**src/rtl/instr_loader.sv**
```systemverilog
// -----------------------------------------------------------------------------
// instr_loader
//   Writer side of the instruction memory. A byte stream (valid/ready) delivers
//   a 16-bit little-endian word count followed by that many little-endian
//   32-bit words. Each word is written to consecutive word-aligned byte
//   addresses of the instruction RAM. The CPU is held in reset until a load
//   completes successfully.
//
// Ports
//   clk           in   1      system clock, rising edge
//   reset_n       in   1      asynchronous active-low reset
//   start         in   1      begin a load (honoured in IDLE, DONE, ERR)
//   in_valid      in   1      byte available on in_data
//   in_data       in   8      stream byte
//   in_ready      out  1      loader accepts a byte this cycle
//   mem_we        out  1      one-cycle RAM write strobe
//   mem_a         out  32     RAM byte address (word_index << 2)
//   mem_wd        out  32     RAM write data, assembled little-endian
//   cpu_hold      out  1      hold CPU in reset (low only in DONE)
//   busy          out  1      load in progress
//   done          out  1      last load finished successfully
//   error         out  1      last load rejected (length > DEPTH)
//   words_loaded  out  CNT_W  words written in the current/last load
// -----------------------------------------------------------------------------
module instr_loader #(
    parameter int DEPTH = 101,
    parameter int CNT_W = 16
) (
    input  logic             clk,
    input  logic             reset_n,
    input  logic             start,
    input  logic             in_valid,
    input  logic [7:0]       in_data,
    output logic             in_ready,
    output logic             mem_we,
    output logic [31:0]      mem_a,
    output logic [31:0]      mem_wd,
    output logic             cpu_hold,
    output logic             busy,
    output logic             done,
    output logic             error,
    output logic [CNT_W-1:0] words_loaded
);

    typedef enum logic [2:0] {
        ST_IDLE   = 3'd0,
        ST_LEN_LO = 3'd1,
        ST_LEN_HI = 3'd2,
        ST_BYTE   = 3'd3,
        ST_WRITE  = 3'd4,
        ST_DONE   = 3'd5,
        ST_ERR    = 3'd6
    } state_t;

    localparam logic [CNT_W-1:0] DEPTH_C = CNT_W'(DEPTH);
    localparam logic [CNT_W-1:0] ONE_C   = CNT_W'(1);
    localparam logic [CNT_W-1:0] ZERO_C  = CNT_W'(0);

    state_t             state_r;
    state_t             state_next_s;
    logic [CNT_W-1:0]   len_r;
    logic [CNT_W-1:0]   word_idx_r;
    logic [1:0]         byte_idx_r;
    logic               xfer_s;
    logic [CNT_W-1:0]   len_full_s;
    logic [31:0]        word_addr_s;
    logic               last_word_s;

    // in_ready is a registered decode of the state, so a handshake seen here
    // always belongs to the state currently held in state_r.
    assign xfer_s      = in_valid & in_ready;
    // Full header once the high byte arrives (low byte already captured).
    assign len_full_s  = CNT_W'({in_data, len_r[7:0]});
    assign word_addr_s = 32'(word_idx_r) << 3'd2;
    assign last_word_s = ((word_idx_r + ONE_C) == len_r);

    // Next-state decode for the load sequencer.
    always_comb begin
        state_next_s = state_r;
        case (state_r)
            ST_IDLE, ST_DONE, ST_ERR: begin
                if (start) begin
                    state_next_s = ST_LEN_LO;
                end else begin
                    state_next_s = state_r;
                end
            end
            ST_LEN_LO: begin
                if (xfer_s) begin
                    state_next_s = ST_LEN_HI;
                end else begin
                    state_next_s = ST_LEN_LO;
                end
            end
            ST_LEN_HI: begin
                if (!xfer_s) begin
                    state_next_s = ST_LEN_HI;
                end else if (len_full_s == ZERO_C) begin
                    state_next_s = ST_DONE;
                end else if (len_full_s > DEPTH_C) begin
                    state_next_s = ST_ERR;
                end else begin
                    state_next_s = ST_BYTE;
                end
            end
            ST_BYTE: begin
                if (xfer_s && (byte_idx_r == 2'd3)) begin
                    state_next_s = ST_WRITE;
                end else begin
                    state_next_s = ST_BYTE;
                end
            end
            ST_WRITE: begin
                if (last_word_s) begin
                    state_next_s = ST_DONE;
                end else begin
                    state_next_s = ST_BYTE;
                end
            end
            default: begin
                state_next_s = ST_IDLE;
            end
        endcase
    end

    // State register plus status outputs registered from the next state, so
    // every status flag lines up with the state it describes.
    always_ff @(posedge clk or negedge reset_n) begin
        if (!reset_n) begin
            state_r  <= ST_IDLE;
            in_ready <= 1'b0;
            mem_we   <= 1'b0;
            cpu_hold <= 1'b1;
            busy     <= 1'b0;
            done     <= 1'b0;
            error    <= 1'b0;
        end else begin
            state_r  <= state_next_s;
            in_ready <= (state_next_s == ST_LEN_LO) || (state_next_s == ST_LEN_HI) ||
                        (state_next_s == ST_BYTE);
            mem_we   <= (state_next_s == ST_WRITE);
            cpu_hold <= (state_next_s != ST_DONE);
            busy     <= (state_next_s == ST_LEN_LO) || (state_next_s == ST_LEN_HI) ||
                        (state_next_s == ST_BYTE)   || (state_next_s == ST_WRITE);
            done     <= (state_next_s == ST_DONE);
            error    <= (state_next_s == ST_ERR);
        end
    end

    // Datapath: header capture, byte assembly, write address and counters.
    always_ff @(posedge clk or negedge reset_n) begin
        if (!reset_n) begin
            len_r        <= ZERO_C;
            word_idx_r   <= ZERO_C;
            words_loaded <= ZERO_C;
            byte_idx_r   <= 2'd0;
            mem_a        <= 32'd0;
            mem_wd       <= 32'd0;
        end else begin
            case (state_r)
                ST_IDLE, ST_DONE, ST_ERR: begin
                    if (start) begin
                        words_loaded <= ZERO_C;
                        word_idx_r   <= ZERO_C;
                    end
                end
                ST_LEN_LO: begin
                    if (xfer_s) begin
                        len_r[7:0] <= in_data;
                    end
                end
                ST_LEN_HI: begin
                    if (xfer_s) begin
                        len_r      <= len_full_s;
                        byte_idx_r <= 2'd0;
                    end
                end
                ST_BYTE: begin
                    if (xfer_s) begin
                        mem_wd[{byte_idx_r, 3'b000} +: 8] <= in_data;
                        // Two-bit index wraps back to 0 ready for the next word.
                        byte_idx_r <= byte_idx_r + 2'd1;
                        if (byte_idx_r == 2'd3) begin
                            mem_a <= word_addr_s;
                        end
                    end
                end
                ST_WRITE: begin
                    words_loaded <= words_loaded + ONE_C;
                    word_idx_r   <= word_idx_r + ONE_C;
                end
                default: begin
                    len_r <= len_r;
                end
            endcase
        end
    end

endmodule

```
**config.mk**
```make
export PLATFORM = sky130hd
export DESIGN_NAME = instr_loader
export DESIGN_NICKNAME = d
export VERILOG_FILES = /design/src/rtl/instr_loader.sv
export SDC_FILE = /design/constraint.sdc
export NUM_CORES = 1
export LEC_CHECK = 0
export BUFFER_PORTS_ARGS = -buffer_cell sky130_fd_sc_hd__buf_2
export CAP_MARGIN = 20
export CORE_ASPECT_RATIO = 1.1
export CORE_MARGIN = 3
export CORE_UTILIZATION = 51
export DETAILED_ROUTE_END_ITERATION = 6
export PLACE_DENSITY = 0.82
export SLEW_MARGIN = 30
export SYNTH_ARGS = -nofsm -noshare
export SYNTH_HDL_FRONTEND = slang
export SYNTH_SLANG_ARGS = --single-unit
export TNS_END_PERCENT = 10
```
**constraint.sdc**
```tcl
create_clock -name clk -period 2.4 [get_ports clk]
set_input_delay 0.36 -clock clk [delete_from_list [all_inputs] [get_ports clk]]
set_output_delay 0.36 -clock clk [all_outputs]
set_load 0.01 [all_outputs]
```
### After elaboration in Yosys (flattened, before gate mapping)

Cells that the tools add are included.

* bits in registers: 107
* bits of input ports: 12
* word-level logic and storage cells: 73

* add/subtract/negate cells: 4
* $lt $le $gt $ge: 1
* eq/ne operators: 18
* shifts and indexed selects: 2
* multiplexer cells: 17
* bitwise operators: 2
* reduce and logical (&&, ||, !) cells: 15

Operators by type and width (number)
* case mux 16 bit (2 select lines): 2
* adder 16 x 1 -> 16 bit, second input constant: 2
* bitwise mux 32 bit: 1
* variable shift 8 x 7 -> 32 bit, first input constant: 1
* indexed part select 8 x 7 -> 32 bit: 1
* equality test 3 bit, second input constant: 6
* two-way mux 3 bit: 6
* equality test 16 bit: 1
* > comparator 16 x 7 -> 1 bit, second input constant: 1
* logical NOT 16 bit: 1
* two-way mux 16 bit: 1
* case mux 8 bit (2 select lines): 1
* case mux 3 bit (5 select lines): 1
* equality test 3 x 2 -> 1 bit, second input constant: 4
* AND reduction 3 bit: 3
* two-way mux 8 bit: 1
* negation 5 -> 7 bit: 1
* equality test 3 x 1 -> 1 bit, second input constant: 2
* two-way mux 2 bit: 3
* inequality test 2 bit, second input constant: 3
* AND reduction 2 bit: 3
* case mux 2 bit (2 select lines): 1
* nonzero test 2 bit: 2
* logical NOT 3 bit: 1
* 8 further kinds: 10

### Depth between registers and ports, before layout

* depth in word-level cells: 9
* gate-level depth with buffers: 9

### Worst setup path before layout

No wires, ideal clock.

* path kind: register -> register
* start: register word_idx_r[1]
* end: register done
* library setup time: 67 ps
* arrival time: 2409 ps
* required time: 2333 ps
* path slack: -76 ps
* stages on the path, launching flop included: 9
* buffers on the path: 0
* clock period less this slack: 2476 ps
* cells stage by stage: dfrtp_1 > ha_1 > nand3_1 > or4_1 > a22o_1 > a2111oi_2 > nand3_1 > o41ai_2 > and2_1

* cells in the longest elaborated chain, start to end: 5

Ends and longest elaborated chain
* from (decl): line 62 `logic [CNT_W-1:0] word_idx_r;`
* from (signal assigned): line 190 `word_idx_r <= word_idx_r + ONE_C;`
* adder 16 x 1 -> 16 bit: line 75 `assign last_word_s = ((word_idx_r + ONE_C) == len_r);`
* equality test 16 bit: line 75
* two-way mux 3 bit: line 114 `if (last_word_s) begin`
* case mux 3 bit (5 select lines): line 80 `case (state_r)`
* equality test 3 bit: line 145 `done <= (state_next_s == ST_DONE);`
* to (signal assigned): line 145
* to (decl): line 40 `output logic done,`

Every way passes these cells.
A chain may end at the register's enable or synchronous reset.

### Final worst setup path

* start: register word_idx_r[7]
* end: register done

The elaborated chain is that of the path after synthesis.

==> results.tsv <==
metric	value	unit
fin_total_pwr	5970	uW
hp-class	in2async	
slew_headroom	62.4	%
synth_warnings	0	
skew	0.0101	ns
synth-main-ff-cell	dfrtp_1	
cp-start-kind	flop	
endpoint_kind	flop	
grt_pass1_vias	4593	
num_antenna_cells	0	
arrival	2.65	ns
leakage	0.00312	uW
synthArstFlopShare	100	%
cp.required	2.71	ns
period_needed	2.34	ns
yosysSeqAreaShare	49.6	%
rows	38	
ys_seq_elements	107	
slowest_stage	or4_4	
final_cell_mix	nand2_1, dfrtp_1, buf_2	
worst_slew_pin_slew	0.563	ns
h-tree-depth	3	
vias	4656	
seq_area	2680	um^2
initial_utilization	53.6	%
synth.distinct_cells	55	
io_pins	98	
multiInputGateArea	2600	um^2
dieArea	11900	um^2
rsz0062_at_grt	true	
synth.avg_cell_area	9.14	um^2
grt_max_degree	108	
viasPerCell	5.51	
ir_drop	520	uV
firstDrtPassIters	5	
nNetsFinal	720	
final_common_cell	nand2_1	
clockBufferDepth	2	
cts.clk_slew.worst_paths	0.10	ns
syn-instance-count	591	
min_period_over_period	97.5	%
place_congestion	0.960	
cts_buffers	9	
clkLatencyLatePin	0.37	ns
cts-hold-fix-buffers	0	
clock_sinks	107	
drc_errors	0	
dieHeight	114	um
die_x	104	um
synth_edf_count	0	
portBuffers	81	
max_clock_freq	428	MHz
hpwlAfterDp	9660	um
cts-root-buf	clkbuf_8	
powerDensity	918	nW/um^2
setup_viol	0	
drt_iter0_drc	377	
path_cells	nand4_1, or4_4, a22o_4, a2111oi_4, nand3_2, o41ai_4, and2_1	
fillers	854	
finalCoreUtilization	64.6	%
wl_per_cell	15.9	um
antenna_found_initial	0	
core	10100	um^2
grt-ovfl-total	0	
cts_tree	built	
syn_area	5400	um^2
max-cap-violations	0	
final.setup.tns	0	ns
grt_usage	23.4	%
final_hold_viol_count	0	
layout-drive-gt1-share	26.5	%
grt_pass1_wl	22400	um
cp_max_fo	3	
area_delta_synth_final	20.4	%
status	complete, no violations	
maxSlewViolCount	0	
worstSetupPathType	reg2reg	
cpPeakStageDelay	0.56	ns
ant_nets	0	
totalWireLength	13500	um
==> registers in the layout, summed over array words and instances, names as in the netlist <==
name,count
mem_a,16
words_loaded,16
in_ready,1
byte_idx_r,2
busy,1
state_r,3
error,1
len_r,16
mem_we,1
word_idx_r,16
cpu_hold,1
done,1
mem_wd,32
==> per-stage QoR <==
step                      area, um^2  std cells  hold WS [ns]  setup WS (ns)
after CTS                       6420        844        0.0635       -0.00389
after floorplan                 5470        606        0.0644         0.0169
after global placement          6160        828         0.453         0.0392
after detailed placement        6160        828         0.458        -0.0868
final                           6510        845        0.0311         0.0609
after global routing            6510        845        0.0740        -0.0348
==> cells by family after synthesis <==
group | after synthesis | synth area share [%]
buf+inv | 53 | 5.19
mux | 18 | 3.73
compound gates | 120 | 13.0
other cells | 1 | 0.0694
xor+xnor | 26 | 4.21
flops | 107 | 49.6
simple gates | 258 | 22.4
fa+ha+maj | 8 | 1.85
==> critical path: cells and delay by family, from the launching register on <==
kind	cells	cell delay, ns
AOI/OAI and AO/OA	3	0.87
DFF	1	0.36
and+or+nand+nor	4	1.05
==> routing by layer <==
layer / vias up / share of wire [%] / GRT usage [%]
met5: - / 0 / 0
met4: 0 / 2.7 / 10.0
met2: 181 / 51 / 40.6
met3: 32 / 5.4 / 3.11
li1: 2225 / - / -
met1: 2218 / 41 / 29.5
==> synth_stat cells, types with 2 or more instances <==
library cell  instances  area share (%)
a21oi_1               9            0.83
a22o_1                3            0.49
a311oi_1              2            0.32
a31oi_1               6            0.69
a41oi_1               2            0.32
and2_0                2            0.23
and3_1                7            0.81
and4_1                6            0.97
buf_2                 8            0.74
buf_4                17             2.4
clkbuf_1             20             1.4
dfrtp_1             106              49
ha_1                  8             1.9
inv_1                 5            0.35
mux2_2               17             3.5
nand2_1             150              10
nand2b_1              2            0.23
nand3_1              20             1.9
nand4_1              11             1.3
nor2_1               25             1.7
nor2b_1               4            0.46
nor3_1                5            0.46
nor3b_1               5            0.69
nor4_1                5            0.58
nor4_2                2            0.46
o21ai_0              79             7.3
o21ai_1               2            0.19
o31ai_1               8             1.1
or3_1                 4            0.46
or4_1                 2            0.28
xnor2_1              19             3.1
xor2_1                7             1.1
==> area by class of cell <==
| cell class | count | share of cell area, % |
|---|---|---|
| multi-input combinational | 446 | 40.0 |
| inverter | 6 | 0.346 |
| sequential | 107 | 41.2 |
| tap | 140 | 2.69 |
| clock inverter | 5 | 1.31 |
| clock buffer | 11 | 2.33 |
| timing repair buffer | 130 | 12.1 |
==> report_power, final <==
group	internal [uW]	leakage [uW]	switching, uW
combinational	941	0.00157	1190
clock	648	0.000116	615
sequential	2190	0.00144	387
==> final timing paths <==
kind	start	endpoint	slack (ns)	cells past startpoint
worst max-delay path	word_idx_r[7]$_DFFE_PN0P_	done$_DFF_PN0_	0.06	7
worst min-delay path	reset_n	mem_a[17]$_DFFE_PN0P_	0.03	2
worst max register to register	word_idx_r[7]$_DFFE_PN0P_	done$_DFF_PN0_	0.06	7
worst min register to register	mem_a[12]$_DFFE_PN0P_	mem_a[12]$_DFFE_PN0P_	0.48	2
max in group asynchronous	reset_n	word_idx_r[2]$_DFFE_PN0P_	1.89	2
min in group clk	in_data[3]	mem_wd[19]$_DFFE_PN0P_	0.32	3
==> timing repair <==
item	CTS	global route
endpoints found under the hold margin	0	0
setup buffers	0	1
pin swaps	0	8
setup endpoints to repair	4	6
gates resized for setup	2	15
Note: power is estimated with default switching activity, not from simulation.
